[src/rtl/line_fill_engine.sv]
// line_fill_engine: fetches one aligned 8-word line over a pipelined, in-order
// memory port and returns the words in address order as DRAM_valid beats.
// Abort (request dropped mid-fill) drains outstanding reads silently.
module line_fill_engine #(
    parameter int unsigned BEATS   = 8,
    parameter int unsigned MAX_OUT = 4
) (
    input  logic        CLK,
    input  logic        RESET,
    input  logic        DRAM_req,
    input  logic [31:0] DRAM_req_addr,
    output logic        DRAM_valid,
    output logic [31:0] DRAM_data,
    output logic        mem_req,
    output logic [31:0] mem_addr,
    input  logic        mem_gnt,
    input  logic        mem_rvalid,
    input  logic [31:0] mem_rdata,
    output logic        busy,
    output logic        proto_err
);

    localparam logic [3:0] LastCnt = 4'(BEATS);
    localparam logic [3:0] MaxOut  = 4'(MAX_OUT);

    typedef enum logic [1:0] {StIdle, StFill, StDone, StDrain} state_e;

    state_e      state_q;
    logic [31:3] base_q;
    logic [3:0]  iss_q;
    logic [3:0]  rsp_q;
    logic [3:0]  outstanding;
    logic        issue;
    logic        rsp_ok;
    logic        unused_addr_bits;

    // Low address bits are deliberately dropped: the line base is always aligned.
    assign unused_addr_bits = ^DRAM_req_addr[2:0];

    // Outstanding count uses pre-update counters, so a same-cycle issue and
    // response both count against the old value.
    assign outstanding = iss_q - rsp_q;
    assign mem_req     = (state_q == StFill) && (iss_q < LastCnt) && (outstanding < MaxOut);
    // Only the low three bits come from the counter, so the address wraps in the line.
    assign mem_addr    = {base_q, iss_q[2:0]};
    assign issue       = mem_req && mem_gnt;
    // A response is accepted only while a read is actually in flight.
    assign rsp_ok      = mem_rvalid && (outstanding != 4'd0) &&
                         ((state_q == StFill) || (state_q == StDrain));
    assign busy        = (state_q != StIdle);

    // Fill FSM with counters, line base and the registered beat output.
    always_ff @(posedge CLK or negedge RESET) begin
        if (!RESET) begin
            state_q    <= StIdle;
            base_q     <= '0;
            iss_q      <= '0;
            rsp_q      <= '0;
            DRAM_valid <= 1'b0;
            DRAM_data  <= '0;
            proto_err  <= 1'b0;
        end else begin
            DRAM_valid <= 1'b0;
            if (mem_rvalid && !rsp_ok) begin
                proto_err <= 1'b1;
            end
            unique case (state_q)
                StIdle: begin
                    if (DRAM_req) begin
                        base_q  <= DRAM_req_addr[31:3];
                        iss_q   <= '0;
                        rsp_q   <= '0;
                        state_q <= StFill;
                    end
                end
                StFill: begin
                    if (issue) begin
                        iss_q <= iss_q + 4'd1;
                    end
                    if (rsp_ok) begin
                        rsp_q      <= rsp_q + 4'd1;
                        DRAM_valid <= 1'b1;
                        DRAM_data  <= mem_rdata;
                    end
                    if (rsp_ok && (rsp_q + 4'd1 == LastCnt)) begin
                        state_q <= StDone;
                    end else if (!DRAM_req) begin
                        state_q <= StDrain;
                    end
                end
                StDone: begin
                    // A still-held request belongs to the line just delivered.
                    if (!DRAM_req) begin
                        state_q <= StIdle;
                    end
                end
                StDrain: begin
                    if (rsp_ok) begin
                        rsp_q <= rsp_q + 4'd1;
                    end
                    if ((outstanding == 4'd0) || (rsp_ok && (outstanding == 4'd1))) begin
                        state_q <= StIdle;
                    end
                end
                default: state_q <= StIdle;
            endcase
        end
    end

endmodule

[config.mk]
export PLATFORM = sky130hd
export DESIGN_NAME = line_fill_engine
export DESIGN_NICKNAME = d
export VERILOG_FILES = /design/src/rtl/line_fill_engine.sv
export SDC_FILE = /design/constraint.sdc
export NUM_CORES = 1
export LEC_CHECK = 0
export CAP_MARGIN = 0
export CORE_UTILIZATION = 47
export CTS_BUF_LIST = sky130_fd_sc_hd__clkbuf_4
export CTS_CLUSTER_DIAMETER = 50
export CTS_CLUSTER_SIZE = 12
export DETAILED_ROUTE_END_ITERATION = 6
export GPL_ROUTABILITY_DRIVEN = 1
export PLACE_DENSITY = 0.93
export SKIP_CTS_REPAIR_TIMING = 1
export SLEW_MARGIN = 20
export SYNTH_ARGS = -nofsm -noshare
export SYNTH_HDL_FRONTEND = slang
export SYNTH_SLANG_ARGS = --single-unit
[constraint.sdc]
create_clock -name CLK -period 7.97 [get_ports CLK]
set_input_delay 1.594 -clock CLK [delete_from_list [all_inputs] [get_ports CLK]]
set_output_delay 1.594 -clock CLK [all_outputs]
set_load 0.05 [all_outputs]
# [Yosys cells after proc, flatten, opt, wreduce, memory -nomap -nowiden]
# Index checks and enable logic that the tools add are counted.
[totals] register_bits=73 inputBits=69 out_inout_bits=68 word_cells=59
[op_classes] n_addsub=3 n_lt_le_gt_ge=2 eq_ne=11 mux=13 reduce_logical=23
[op_table] op="$pmux W4 S2" n=2
[op_table] op="$mux W4" n=3
[op_table] op="$mux W2" n=5
[op_table] op="$add A4 B1 Y4 const B" n=2
[op_table] op="$logic_and A1 B1 Y1" n=8
[op_table] op="$pmux W2 S4" n=1
[op_table] op="$ne A2 B2 Y1 const B" n=3
[op_table] op="$reduce_and A3 Y1" n=2
[op_table] op="$reduce_bool A2 Y1" n=3
[op_table] op="$eq A2 B2 Y1 const B" n=2
[op_table] op="$eq A4 B1 Y1 const B" n=1
[op_table] op="$eq A4 B4 Y1 const B" n=1
[op_table] op="$logic_not A4 Y1" n=1
[op_table] op="$lt A4 B3 Y1 const B" n=1
[op_table] op="$lt A4 B4 Y1 const B" n=1
[op_table] op="$ne A2 B1 Y1 const B" n=2
[op_table] op="$reduce_and A2 Y1" n=2
[op_table] op="$reduce_and A4 Y1" n=1
[op_table] op="$reduce_bool A4 Y1" n=1
[op_table] op="$sub A4 B4 Y4" n=1
[op_table] op="$ne A3 B2 Y1 const B" n=1
[op_table] op="$eq A2 B1 Y1 const B" n=1
[op_table] op="$logic_not A2 Y1" n=1
[op_table] op="$logic_or A1 B1 Y1" n=2
[op_table] op="other kinds (3)" n=4

# [Longest topological paths before layout]
# Gate-level depths: netlist of the first run.
[logic_depth] depth_word=8 depth_mapped=11

# [Least setup slack after synthesis of the first run]
# Ideal clock, no wire load.
[synth_timing] path_type="register -> output" start="register iss_q[0]" end="output port mem_req" t_arrival_ps=2140 required_ps=6376 setup_slack_ps=4236 stages_incl_launch_ff=8 cell_sequence="dfrtp_1 -> inv_1 -> ha_1 -> inv_1 -> fa_1 -> xor2_1 -> nor4_1 -> nor2b_1"
[synth_between] elab_chain_len=3
[synth_rtl] element="start, declared" line_no="30" rtl="logic [3:0] iss_q;"
[synth_rtl] element="start signal, assigned" line_no="78" rtl="iss_q <= iss_q + 4'd1;"
[synth_rtl] element="$sub A4 B4 Y4 / $lt A4 B4 Y1 (equally long branches)" line_no="42, 43"
[synth_rtl] element="$lt A4 B3 Y1 / $logic_and A1 B1 Y1 (equally long branches)" line_no="43" rtl="assign mem_req = (state_q == StFill) && (iss_q < LastCnt) && (outstanding < MaxOut);"
[synth_rtl] element="$logic_and A1 B1 Y1 *" line_no="43"
[synth_rtl] element="end, declared" line_no="14" rtl="output logic mem_req,"
# Every way passes the cells marked *; elsewhere a longest branch is shown, timed or not.

# [Worst setup path in the final report of the first run]
# Same ends and word-level chain as after synthesis.

==> run_results.csv, run 1 <==
group,metric,value,unit
run_status,status,"finished clean",
critical_path,ff2ff_setup_slack,5.13,ns
critical_path,critPathMaxStageDelay,0.80,ns
place,hpwl,5074,um
critical_path,cp-end-kind,"primary output",
critical_path,crit_required,6.38,ns
floorplan,die_area,6939,um^2
detailed_routing,wl_per_cell,14.56,um
timing,holdWs,0.4860,ns
timing,hold_viol,0,
place,place_congestion,0.8161,
global_routing,globalRouteMet1Util,25.12,%
synth,yosysWarnings,0,
place,place_ws,3.909,ns
hold_path,min_to,"proto_err$_DFFE_PN0P_",
synth,synth-seq-area-share,58.80,%
critical_path,reg2reg_from,"iss_q[0]$_DFFE_PN0P_",
power,finalPower,2.346,mW
power,power.density,502.3,nW/um^2
cells_and_area,syn_to_final_growth,50.34,%
clock_tree,htree_levels,3,
synth,synth_nets,355,
global_routing,grt_pass1_wl,12210,um
power,peakVddDrop,0.3925,mV
global_routing,first_global_vias,2655,
cells_and_area,drive_gt1_share,12.83,%
critical_path,critPathLaunchType,"flip-flop",
critical_path,path_class,"flip-flop to primary output",
synth,ys_ff_latch,73,
critical_path,cp_max_fo,6,
clock_tree,cts_made_buffers,9,
place,io_buffers,133,
hold_path,hp-class,"flip-flop to flip-flop",
floorplan,fp.dieW,83.30,um
detailed_routing,vias,2421,
detailed_routing,route.antenna.remaining_nets,0,
timing,tns,0,ns
floorplan,die_y,83.30,um
global_routing,grt_use_total,22.34,%
cells_and_area,diodes,0,
detailed_routing,drt_pre_antenna_iters,4,
cells_and_area,utilization,73.56,%
synth,synth.distinct_cells,34,
critical_path,crit_top_cell,"inv_1",
hold_path,holdCritStartpoint,"proto_err$_DFFE_PN0P_",
clock_tree,cts_buffer_depth,2,
synth,syn_area_per_cell,11.14,um^2
detailed_routing,post_drt_via_cell_ratio,4.941,
floorplan,num_rows,29,
flow_run,cap_violations,0,
cells_and_area,nets,484,
clock_tree,cts_tree,"yes",
floorplan,start_util,48.93,%
timing,fmax,222.1,MHz
timing,slew_viol_final,0,
synth,synth_edf_count,0,
clock_tree,worstSkewPairLatency,0.41,ns
timing,slew_headroom,40.48,%
clock_tree,cts.sinks,73,
timing,tightest_slew,0.8927,ns
detailed_routing,drt-initial-drc-count,93,
critical_path,path_cells,"inv_1 -> ha_1 -> inv_1 -> fa_1 -> xor2_1 -> nor4_1 -> nor2b_1 -> clkdlybuf4s50_1",
synth,netlist_instances,279,
clock_tree,cts.reportedPaths.clkPinSlew,0.12,ns
synth,synth-async-reset-ratio,100.0,%
global_routing,grt_max_degree,74,
floorplan,io_pins,137,
global_routing,grtUsageMet3,6.859,%
critical_path,regToRegEndpoint,"DRAM_data[28]$_DFFE_PN0P_",
clock_tree,cts_root_buffer,"clkbuf_4",
critical_path,crit_slowest_cell,"clkdlybuf4s50_1",
synth,synthesis.area,3107,um^2
timing,fin_ws,3.468,ns
timing,period_share,56.48,%
detailed_routing,drc,0,
global_routing,busiest_layer,"met2",
hold_path,holdPathStages,1,
power,p_leak,2.106,nW
global_routing,antenna_found_initial,0,
critical_path,rr_worst_depth,10,
timing,rsz0062_at_grt,"no",
timing,finalClockSkew,0.01313,ns
critical_path,crit_arrival,2.91,ns
global_routing,gr-usage-met2,37.70,%
timing,report.final.setup_viol,0,
timing,final.min_clock_period,4.502,ns
synth,ys.flop_type,"dfrtp_1",
detailed_routing,routed_wl,7133,um
global_routing,grt_overflow_total,0,
floorplan,coreArea,6350,um^2
## sequential cells by signal, indices dropped and copies added (netlist names)
register,flops
DRAM_data,32
DRAM_valid,1
base_q,29
iss_q,4
proto_err,1
rsp_q,4
state_q,2
## where the power goes
part | switching (mW) | internal, mW | leakage (nW) | total (mW)
clock | 0.127 | 0.225 | 0.118 | 0.352
sequential | 0.116 | 0.547 | 0.890 | 0.663
combinational | 0.853 | 0.478 | 1.10 | 1.33
## metrics by stage
stage          instance area [um^2]  cells
2_1_floorplan                  3107    279
3_3_place_gp                   4438    474
3_5_place_dp                   4441    474
4_1_cts                        4669    490
5_1_grt                        4671    490
6_report                       4671    490
## worst max-delay path, delay by kind of cell (launching register included)
| family | cells | cell delay [ns] |
|---|---|---|
| and+or+nand+nor | 2 | 0.39 |
| adders and majority gates | 2 | 0.53 |
| buffers and inverters | 3 | 0.93 |
| xor gates and xnor gates | 1 | 0.20 |
| DFF | 1 | 0.45 |
## layer usage
metal  routed length [um]  share of wire (%)  vias to the layer above
met5                    0                  0                        -
met4                  210                2.9                        0
met3                  534                7.5                       20
met2                 3521                 49                       97
met1                 2866                 40                     1135
li1                     -                  -                     1169
## placed cells by master, fill, tap and decap left out
cell             netlist  layout
and2_2                 0       1
and3b_1                1       1
a211oi_1               1       1
a21oi_2                1       1
a41oi_1                1       1
o31a_1                 1       1
clkbuf_4               0      10
xnor2_1                2       2
inv_1                  5       5
nor3_4                 1       1
nand2_1               99      98
nand3b_1               1       1
mux2_1                 3       3
nor4_1                 3       3
bufinv_16              0       5
or2_2                  1       1
nand2_2                0       1
a21oi_1                2       2
fa_1                   1       1
or4b_2                 1       1
mux2i_1                4       4
nand2b_1               3       3
buf_4                  3       2
clkinv_1               0       1
nor2b_1                2       2
nor2_1                 4       4
ha_1                   6       6
nand3_1                5       5
nor3_1                 2       2
o21ai_0                2       2
a31oi_1                2       2
nor3b_1                2       2
xor2_1                 2       2
and4b_1                1       1
clkdlybuf4s50_1        0     132
dfrtp_1               73      73
mux2_2                30      30
## area by class of cell
| class | instances | area [um^2] |
|---|---|---|
| Sequential cell | 73 | 1827 |
| Fill cell | 437 | 1679 |
| Timing Repair Buffer | 134 | 1336 |
| Multi-Input combinational cell | 185 | 1164 |
| Clock inverter | 6 | 153.9 |
| Tap cell | 77 | 96.34 |
| Clock buffer | 10 | 75.07 |
| Inverter | 5 | 18.77 |
## cells in the mapped netlist, drive strengths merged, types with 2 or more instances
library cell,number,area share (%)
nand2b,3,0.60
dfrtp,73,59
nand2,99,12
nor3b,2,0.48
clkbuf,9,1.1
a31oi,2,0.40
nor4,3,0.60
a21oi,3,0.60
xor2,2,0.56
nor2b,2,0.40
mux2i,4,1.3
o21ai,2,0.32
nand3,5,0.81
inv,5,0.60
buf,7,2.2
nor2,4,0.48
xnor2,2,0.56
mux2,33,12
nor3,3,0.85
ha,6,2.4
## cells by family after synthesis
family          synth area share, %
mux                           13.25
xor+xnor                      1.128
buf+inv                       3.866
simple gates                  17.76
compound gates                2.135
fa+ha+maj                     3.061
flops                         58.80
## worst max path at each step
stage / start / to / slack (ns) / cells past startpoint
6_report: iss_q[0]$_DFFE_PN0P_ / mem_req / 3.47 / 8
4_1_cts: iss_q[0]$_DFFE_PN0P_ / mem_req / 3.44 / 8
2_1_floorplan: iss_q[0]$_DFFE_PN0P_ / mem_req / 4.24 / 7
3_5_place_dp: iss_q[0]$_DFFE_PN0P_ / mem_req / 3.91 / 8
3_3_place_gp: iss_q[0]$_DFFE_PN0P_ / mem_req / 3.94 / 8
5_1_grt: rsp_q[0]$_DFFE_PN0P_ / mem_req / 3.30 / 7
Power figures use the tool's default switching activity.
==> run 2, diff against run 1 <==
Settings changed: CORE_UTILIZATION 47 to 39, PLACE_DENSITY 0.93 to 0.83.
Clock period 7.97 ns to 3.6 ns, I/O delays scaled along.
==> run_results.csv, run 2 (synthesis gave the netlist of run 1 again) <==
group,metric,value,unit
power,peakVddDrop,0.5779,mV
global_routing,grt_max_degree,74,
timing,fmax,299.6,MHz
global_routing,first_global_vias,2556,
critical_path,ff2ff_setup_slack,0.78,ns
critical_path,crit_top_cell,"inv_1",
hold_path,hp-class,"input port to asynchronous set/reset pin",
clock_tree,cts_buffer_depth,2,
global_routing,grt_use_total,18.03,%
timing,final.min_clock_period,3.338,ns
detailed_routing,wl_per_cell,13.54,um
critical_path,cp_max_fo,6,
cells_and_area,utilization,60.56,%
cells_and_area,nets,486,
critical_path,crit_required,2.88,ns
critical_path,crit_arrival,2.62,ns
place,place_congestion,0.8146,
timing,hold_viol,0,
cells_and_area,drive_gt1_share,13.01,%
cells_and_area,top_regs,"DRAM_data x32, base_q x29",
cells_and_area,diodes,0,
clock_tree,cts_made_buffers,9,
timing,tightest_slew,0.8984,ns
place,hpwl,4967,um
detailed_routing,vias,2434,
cells_and_area,syn_to_final_growth,50.62,%
flow_run,cap_violations,0,
critical_path,cp-end-kind,"primary output",
critical_path,crit_slowest_cell,"dfrtp_1",
place,io_buffers,133,
detailed_routing,routed_wl,6998,um
clock_tree,cts.sinks,73,
critical_path,path_class,"flip-flop to primary output",
global_routing,grt_overflow_total,0,
detailed_routing,route.antenna.remaining_nets,0,
power,p_leak,2.115,nW
detailed_routing,drt-initial-drc-count,142,
clock_tree,cts_tree,"yes",
floorplan,start_util,40.20,%
timing,period_share,92.71,%
floorplan,coreArea,7727,um^2
floorplan,die_area,8327,um^2
cells_and_area,largest_reg_flops,32,
cells_and_area,layout_common_cells,"clkdlybuf4s50_1 (131), nand2_1 (99), dfrtp_1 (73), mux2_2 (30), clkbuf_4 (9)",
timing,slew_headroom,40.11,%
cells_and_area,top_register,"DRAM_data",
timing,fin_ws,0.2624,ns
global_routing,antenna_found_initial,0,
floorplan,fp.dieW,91.25,um
cells_and_area,final_cells,517,
critical_path,critPathLaunchType,"flip-flop",
power,power.density,1083,nW/um^2
timing,finalClockSkew,0.01084,ns
detailed_routing,post_drt_via_cell_ratio,4.708,
timing,rsz0062_at_grt,"no",
critical_path,path_cells,"inv_1 -> ha_1 -> inv_1 -> fa_1 -> xor2_1 -> nor4_1 -> nor2b_1 -> dlymetal6s2s_1",
clock_tree,cts_root_buffer,"clkbuf_4",
floorplan,num_rows,32,
timing,report.final.setup_viol,0,
floorplan,die_y,91.25,um
detailed_routing,drc,0,
clock_tree,worstSkewPairLatency,0.42,ns
detailed_routing,drt_pre_antenna_iters,4,
place,dp.cells,501,
place,place_ws,0.3393,ns
critical_path,critPathMaxStageDelay,0.46,ns
clock_tree,htree_levels,3,
cells_and_area,final_common_cell,"clkdlybuf4s50_1",
floorplan,io_pins,137,
timing,slew_viol_final,0,
global_routing,grt_pass1_wl,11770,um
clock_tree,cts.reportedPaths.clkPinSlew,0.13,ns
run_status,status,"finished clean",
run 2: cell types whose count changed in the layout (fill, tap and decap cells not counted), moves of 2 or more:
cell | previous run | this run
inv_6 | 0 | 2
buf_4 | 2 | 4
bufinv_16 | 5 | 3
clkinv_4 | 0 | 2
run 2: final timing paths:
path                                       startpoint                         to  cells past startpoint
max in group asynchronous                       RESET     base_q[28]$_DFFE_PN0P_                      1
worst min register to register  proto_err$_DFFE_PN0P_      proto_err$_DFFE_PN0P_                      1
min in group CLK                proto_err$_DFFE_PN0P_      proto_err$_DFFE_PN0P_                      1
worst min-delay path                            RESET  DRAM_data[22]$_DFFE_PN0P_                      1
worst max-delay path             iss_q[0]$_DFFE_PN0P_                    mem_req                      8
worst max register to register   iss_q[0]$_DFFE_PN0P_   DRAM_data[3]$_DFFE_PN0P_                     10
run 2: area by class of cell:
class	count	area, um^2
well taps	102	127.6
clock inverters	7	125.1
repair buffers	136	1354
inverters	5	18.77
clock buffers	9	67.56
fillers	635	3048
multi-input cells	185	1160
flip-flops and latches	73	1827
run 2: per-stage QoR:
step / hold slack [ns] / power [mW] / TNS [ns] / area (um^2)
5_1_grt: 0.4853 / 5.352 / 0 / 4679
4_1_cts: 0.4347 / 5.123 / -0.1771 / 4677
3_3_place_gp: 0.4487 / 4.362 / 0 / 4484
3_5_place_dp: 0.4548 / 4.442 / 0 / 4484
6_report: 0.4274 / 5.070 / 0 / 4679
2_1_floorplan: 0.4244 / 3.465 / 0 / 3107
run 2: report_power, final:
part | internal, mW | switching (mW)
Combinational | 1.06 | 1.88
Clock | 0.359 | 0.309
Sequential | 1.21 | 0.250
run 2: per-layer routing:
metal	up-vias	part of all wire (%)	track usage, %
li1	1176	-	-
met3	12	7.7	5.611
met4	0	1.2	8.201
met1	1163	41	21.00
met5	-	0	0
met2	83	50	30.43
run 2: worst max-delay path: cells and delay by family, from the launching register on:
family                   cells  cell delay, ns
XOR/XNOR                     1            0.20
adder cells (fa/ha/maj)      2            0.53
buffers and inverters        3            0.56
flip-flops                   1            0.46
AND/OR/NAND/NOR              2            0.45
==> run 3, diff against run 2 <==
Settings changed: CTS_CLUSTER_DIAMETER 50 to not set, SKIP_CTS_REPAIR_TIMING 1 to not set.
==> run_results.csv, run 3 (synthesis gave the netlist of run 1 again) <==
group,metric,value,unit
timing,report.final.setup_viol,0,
timing,tightest_slew,0.8979,ns
critical_path,crit_required,2.88,ns
timing,rsz0062_at_grt,"no",
floorplan,die_y,91.25,um
place,place_area,4484,um^2
run_status,status,"finished clean",
floorplan,fp.dieW,91.25,um
timing,hold_viol,0,
cells_and_area,largest_reg_flops,32,
global_routing,grt_pass1_wl,11770,um
power,p_leak,2.098,nW
cells_and_area,final_area,4672,um^2
timing,period_share,88.89,%
critical_path,cp_max_fo,6,
detailed_routing,wl_per_cell,13.54,um
cells_and_area,final_common_cell,"clkdlybuf4s50_1",
clock_tree,cts_made_buffers,9,
critical_path,crit_arrival,2.48,ns
global_routing,grt_overflow_total,0,
detailed_routing,vias,2434,
power,peakVddDrop,0.5779,mV
place,hpwl,4967,um
global_routing,grt_max_degree,74,
detailed_routing,drt_pre_antenna_iters,4,
critical_path,cp-end-kind,"primary output",
detailed_routing,post_drt_via_cell_ratio,4.708,
cells_and_area,drive_gt1_share,13.25,%
timing,slew_headroom,40.14,%
global_routing,first_global_vias,2556,
cells_and_area,nets,486,
place,io_buffers,133,
cells_and_area,fillCellCount,637,
place,place_congestion,0.8146,
detailed_routing,route.antenna.remaining_nets,0,
detailed_routing,drt-initial-drc-count,127,
cells_and_area,layout_common_cells,"clkdlybuf4s50_1 (131), nand2_1 (99), dfrtp_1 (73), mux2_2 (30), clkbuf_4 (9)",
flow_run,cap_violations,0,
timing,finalClockSkew,0.01084,ns
floorplan,io_pins,137,
clock_tree,cts_tree,"yes",
floorplan,num_rows,32,
cells_and_area,top_regs,"DRAM_data x32, base_q x29",
global_routing,antenna_found_initial,0,
clock_tree,cts.reportedPaths.clkPinSlew,0.13,ns
clock_tree,htree_levels,3,
hold_path,hp-class,"input port to asynchronous set/reset pin",
timing,final.min_clock_period,3.200,ns
timing,tns,0,ns
clock_tree,cts_root_buffer,"clkbuf_4",
clock_tree,worstSkewPairLatency,0.42,ns
floorplan,start_util,40.20,%
floorplan,coreArea,7727,um^2
detailed_routing,routed_wl,7000,um
clock_tree,cts_buffer_depth,2,
power,power.density,1084,nW/um^2
timing,slew_viol_final,0,
clock_tree,cts.sinks,73,
timing,fmax,312.5,MHz
cells_and_area,diodes,0,
floorplan,die_area,8327,um^2
detailed_routing,drc,0,
clock_tree,postCtsHoldBufs,0,
critical_path,path_class,"flip-flop to primary output",
global_routing,grt_use_total,18.03,%
critical_path,critPathLaunchType,"flip-flop",
cells_and_area,syn_to_final_growth,50.38,%
cells_and_area,top_register,"DRAM_data",
## run 3: path summary, 6_finish.rpt
check,start,to,slack (ns),cells after the start
max in group asynchronous,RESET,base_q[28]$_DFFE_PN0P_,2.62,1
max,iss_q[0]$_DFFE_PN0P_,mem_req,0.40,8
min in group CLK,proto_err$_DFFE_PN0P_,proto_err$_DFFE_PN0P_,0.49,1
min,RESET,DRAM_data[22]$_DFFE_PN0P_,0.43,1
max reg2reg,iss_q[0]$_DFFE_PN0P_,DRAM_data[3]$_DFFE_PN0P_,0.78,10
min reg2reg,proto_err$_DFFE_PN0P_,proto_err$_DFFE_PN0P_,0.49,1
## run 3: stage by stage
step                      instances  worst slack (ns)  hold slack [ns]  power, mW  utilization, %
final                           517            0.4001           0.4273      5.067           60.46
after global routing            517            0.1442           0.4853      5.350           60.46
after CTS                       517            0.1042           0.4347      5.120           60.51
after detailed placement        501            0.3393           0.4548      4.442           58.03
after global placement          501            0.4536           0.4487      4.362           58.03
after floorplan                 279            0.7404           0.4244      3.465               -
## run 3: layout make-up
type / count / area (um^2) / share of cell area (%)
Tap cell: 102 / 127.6 / 2.732
Timing Repair Buffer: 136 / 1346 / 28.82
Multi-Input combinational cell: 185 / 1160 / 24.83
Inverter: 5 / 18.77 / 0.4017
Sequential cell: 73 / 1827 / 39.10
Clock buffer: 9 / 67.56 / 1.446
Clock inverter: 7 / 125.1 / 2.678
## run 3: metal layers
metal | routed length [um] | GRT usage [%] | vias up
li1 | - | - | 1176
met1 | 2855 | 21.00 | 1165
met2 | 3530 | 30.43 | 81
met3 | 527 | 5.611 | 12
met4 | 87 | 8.201 | 0
met5 | 0 | 0 | -
## run 3: what timing repair did
item / 4_1_cts / 5_1_grt
setup buffers: 0 / 0
endpoints found under the setup margin: 1 / 1
resized for setup: 1 / 2
## run 3: report_power, final
part	internal, mW	leakage, nW	switching, mW	total [mW]
Sequential	1.21	0.890	0.250	1.46
Clock	0.359	0.101	0.309	0.667
Combinational	1.06	1.11	1.88	2.94
## run 3: critical path: stages, from the launching register on
cell      delay (ns)
dfrtp_1         0.46
inv_1           0.08
ha_1            0.15
inv_1           0.05
fa_1            0.38
xor2_1          0.20
nor4_1          0.28
nor2b_1         0.18
clkbuf_2        0.29
==> edit 1: new RTL, settings of run 3 <==
The 4 states of `state_e` get a one-hot encoding in 4 bits.
--- a/src/rtl/line_fill_engine.sv
+++ b/src/rtl/line_fill_engine.sv
@@ -23,7 +23,7 @@
     localparam logic [3:0] LastCnt = 4'(BEATS);
     localparam logic [3:0] MaxOut  = 4'(MAX_OUT);
 
-    typedef enum logic [1:0] {StIdle, StFill, StDone, StDrain} state_e;
+    typedef enum logic [3:0] {StIdle = 4'b0001, StFill = 4'b0010, StDone = 4'b0100, StDrain = 4'b1000} state_e;
 
     state_e      state_q;
     logic [31:3] base_q;
Check against the original RTL: same outputs for any inputs over 4 cycles, from zero or initial values and one cycle with RESET low; so few cycles prove little.
==> edit 1 against run 3 <==
  * Cell area grew 5.1%
  * Non-clock buffer count fell by 2
  * Routed wire length increased by 7.2%
  * Synthesized area increased by 9.8%
  * Sequential cell count up 2
  * Worst setup slack improved by 61 ps
  * Sequential share of layout area is 0.86 points lower
  * Power fell by 6.7%
  * Critical path depth is the same
  * Critical endpoint unchanged
  * Largest cell class unchanged
==> edit 1: results (changes against run 3) <==
- Run status: finished clean
* Layout filler cell count: 696 (+9.3%)
- Share of power burned in registers: 29.5% (+0.7 points)
- List of most frequent post-synthesis cells: 74 x sky130_fd_sc_hd__dfrtp_1, 29 x sky130_fd_sc_hd__mux2_2, 29 x sky130_fd_sc_hd__mux2_4
- Place WS: 517 ps (+178 ps)
- Kind of cell adding the most delay to the critical path: buffers and inverters
- Detail-routed via count per cell: 4.89 (+3.8%)
- The detailed-route wire length per cell is 15.7 µm (+16%).
* Half-perimeter wire length after placement: 5460 µm (+9.9%)
* Register fraction of the total cell area: 38.2% (-0.86 points)
- The number of distinct library cell variants in the gate-level netlist after synthesis was 46 (+35%).
* Clock transition at the registers of the reported paths: 130 ps (about the same)
- The average size of a mapped cell is 14.5 µm² (+30%).
- The switching power summed over all nets came to 2210 µW (-9.2%).
- Non-filler cells in the finished layout: 479 (-7.4%)
* Leak: 0.00212 µW (+1.1%)
- The largest net degree at the start of global routing was 76 (+2.7%).
- The xor/xnor cell area share of the yosys netlist was 1.03% (-0.10 points).
- The number of global-route vias before repair was 2427 (-5.0%).
- The peak ir drop on the vdd network came to 0.557 mV (-3.7%).
- The count of instances resized after the clock tree is built is 0 (-1).
- The starting DRC count in detailed routing came to 39 (-69%).
- Wire length of the first global-routing pass: 11800 µm (+0.24%)
- Met2 usage: 28.1% (-2.3 points)
* Relative area of clock buffers and inverters in the final design: 2.88% (-1.2 points)
- Total routing usage reported by global routing: 17.2% (-0.88 points)
* Combinational group share of total power: 59.2% (+1.2 points)
* Share of synthesized area spent on multiplexers: 24.8% (+12 points)
- The total instance count after detailed placement was 463 (-7.6%).
- The post-synth net total was 312 (-12%).
* WL met1: 3080 µm (+8.0%)
- Global placement routability congestion: 0.804 (-1.3%)
* Slack of the worst reg-to-reg path: 830 ps (+50 ps)
- The detailed-routed wire length on met2 is 3850 µm (+9.1%).
* Share of synthesized area occupied by flip-flops and latches: 55.1% (-3.7 points)
- The actual transition at the worst max-transition pin came to 943 ps (+45.5 ps).
- Area of combinational cells with multiple inputs: 1390 µm² (+20%)
- The buffer count excluding the clock tree in the final layout was 134 (-1.5%).
- The number of clock buffers in the layout is 10 (+1).
- Non-clock buffer share of cell area: 27.3% (-1.6 points)
- The worst clock skew is 13.7 ps (+2.85 ps).
* Compound-gate portion of the synthesized area: 5.06% (+2.9 points)
- Met1 routing resource usage after global routing: 21.2% (+0.16 points)
* Number of nets in the layout: 445 (-8.4%)
- The detailed-routed wire length on met3 is 483 µm (-8.3%).
- Worst EP arrival: 2420 ps (-60 ps)
- Share of post-route cells with drive strength above 1: 23.0% (+9.7 points)
* Total number of clock tree sinks: 75 (+2.7%)
- Met3 capacity usage during global routing: 5.90% (+0.29 points)
* Worst path slowest cell: sky130_fd_sc_hd__dfrtp_1
edit 1: per-stage QoR:
stage | instance area [µm²] | hold slack (ps) | power, µW
after floorplan | 3410 | 424 | 3330
after global placement | 4770 | 442 | 4170
after detailed placement | 4770 | 451 | 4230
after CTS | 4910 | 453 | 4780
after global routing | 4910 | 498 | 4960
final | 4910 | 416 | 4730
edit 1: path summary, 6_finish.rpt:
check | cells after the start | end | start
min in group CLK | 1 | proto_err$_DFFE_PN0P_ | proto_err$_DFFE_PN0P_
min reg2reg | 1 | proto_err$_DFFE_PN0P_ | proto_err$_DFFE_PN0P_
max in group asynchronous | 1 | DRAM_data[5]$_DFFE_PN0P_ | RESET
max reg2reg | 8 | DRAM_data[5]$_DFFE_PN0P_ | rsp_q[2]$_DFFE_PN0P_
min | 1 | DRAM_data[13]$_DFFE_PN0P_ | RESET
max | 8 | mem_req | iss_q[0]$_DFFE_PN0P_
==> edit 2: new RTL, config.mk and constraints of run 3 <==
Without the edit above. `BEATS`: 8 -> 4.
--- a/src/rtl/line_fill_engine.sv
+++ b/src/rtl/line_fill_engine.sv
@@ -2,7 +2,7 @@
 // memory port and returns the words in address order as DRAM_valid beats.
 // Abort (request dropped mid-fill) drains outstanding reads silently.
 module line_fill_engine #(
-    parameter int unsigned BEATS   = 8,
+    parameter int unsigned BEATS   = 4,
     parameter int unsigned MAX_OUT = 4
 ) (
     input  logic        CLK,
Behaviour: not the same (Yosys sat finds a counterexample within 10 cycles, from zero or initial values and one cycle with RESET low).
==> edit 2 against run 3 <==
  * Non-clock buffer count fell by 1
  * Clock skew is 6.9 ps higher
  * Register-to-register slack improved by 100 ps
  * Cell area decreased by 0.51%
  * Worst setup slack better by 74 ps
  * Synthesized cell count decreased by 27%
  * Sequential cell count is the same
  * Routed wire length fell by 5.4%
  * Via count fell by 13%
  * Global-route usage decreased by 1.1 points
  * Synthesized area is 0.12% higher
Power is left out: the tool's default activity adds up to more than one toggle a clock period on the data nets, which glitch-free logic cannot reach.
==> edit 2: results (changes against run 3) <==
* Syn_nets: 278 (-22%)
* Half-perimeter wire length after placement: 4840 µm (-2.5%)
* Number of distinct library cells after synthesis: 32 (-5.9%)
* Share of synthesized area occupied by flip-flops and latches: 58.7% (-0.071 points)
* Run status: finished clean
* Global placement routability congestion: 0.759 (-6.8%)
- The fraction of the mapped netlist area in compound gates was 3.50% (+1.4 points).
- Layout filler cell count: 619 (-2.8%)
- The area of all placed cells without fillers came to 4650 µm² (-0.51%).
- The worst register-to-register path ends at DRAM_data[22]$_DFFE_PN0P_.
- Largest cells by area after synthesis: sky130_fd_sc_hd__dfrtp_1 59%, sky130_fd_sc_hd__mux2_4 14%, sky130_fd_sc_hd__mux2_2 12%, sky130_fd_sc_hd__ha_1 2.0%, sky130_fd_sc_hd__buf_6 1.1%
* List of most frequent post-synthesis cells: 73 x sky130_fd_sc_hd__dfrtp_1, 32 x sky130_fd_sc_hd__mux2_2, 29 x sky130_fd_sc_hd__mux2_4
- The met1 global-route usage came to 20.9% (-0.098 points).
* Number of nets in the layout: 414 (-15%)
- The total instance count after detailed placement is 430 (-14%).
- Number of global-route vias before repair: 2223 (-13%)
* XOR/XNOR Fraction of Synth Area: 0.845% (-0.28 points)
* Total met2 wirelength after detailed routing: 3220 µm (-8.8%)
* Cell area reported after detailed placement: 4530 µm² (+0.92%)
* Slack of the worst reg-to-reg path: 880 ps (+100 ps)
* Launch point of the worst path: rsp_q[2]$_DFFE_PN0P_
* Detail-routed net length per standard cell: 14.8 µm (+9.7%)
- The worst endpoint data arrival time is 2410 ps (-70 ps).
- The largest fanout of any net on the critical path is 5 (-1).
* DRT iter0 DRCs: 40 (-69%)
- The adder-cell share of the synthesized area came to 2.65% (-0.41 points).
* Worst hold margin: 186 ps (-241 ps)
edit 2: cell count changes in the layout (fill, tap and decap cells not counted), sizes merged, moves of 3 or more:
cell	run 3	this run
nor3	3	0
clkinvlp	0	3
o31ai	0	3
nor4	3	0
bufinv	3	0
nand2	99	7
mux2	33	61
o21ai	2	6
edit 2: critical path: stages, from the launching register on:
cell                             delay (ps)
sky130_fd_sc_hd__dfrtp_1                430
sky130_fd_sc_hd__inv_1                   70
sky130_fd_sc_hd__ha_1                   320
sky130_fd_sc_hd__a21oi_1                190
sky130_fd_sc_hd__a21oi_1                140
sky130_fd_sc_hd__or2_2                  340
sky130_fd_sc_hd__nor2_1                 100
sky130_fd_sc_hd__dlymetal6s2s_1         430
edit 2: layout make-up:
type                            count  area share (%)
Inverter                            7           0.565
Timing Repair Buffer              135            29.2
Clock buffer                       10            1.62
Clock inverter                      6           0.969
Sequential cell                    73            39.3
Multi-Input combinational cell    113            25.6
Tap cell                          102            2.75
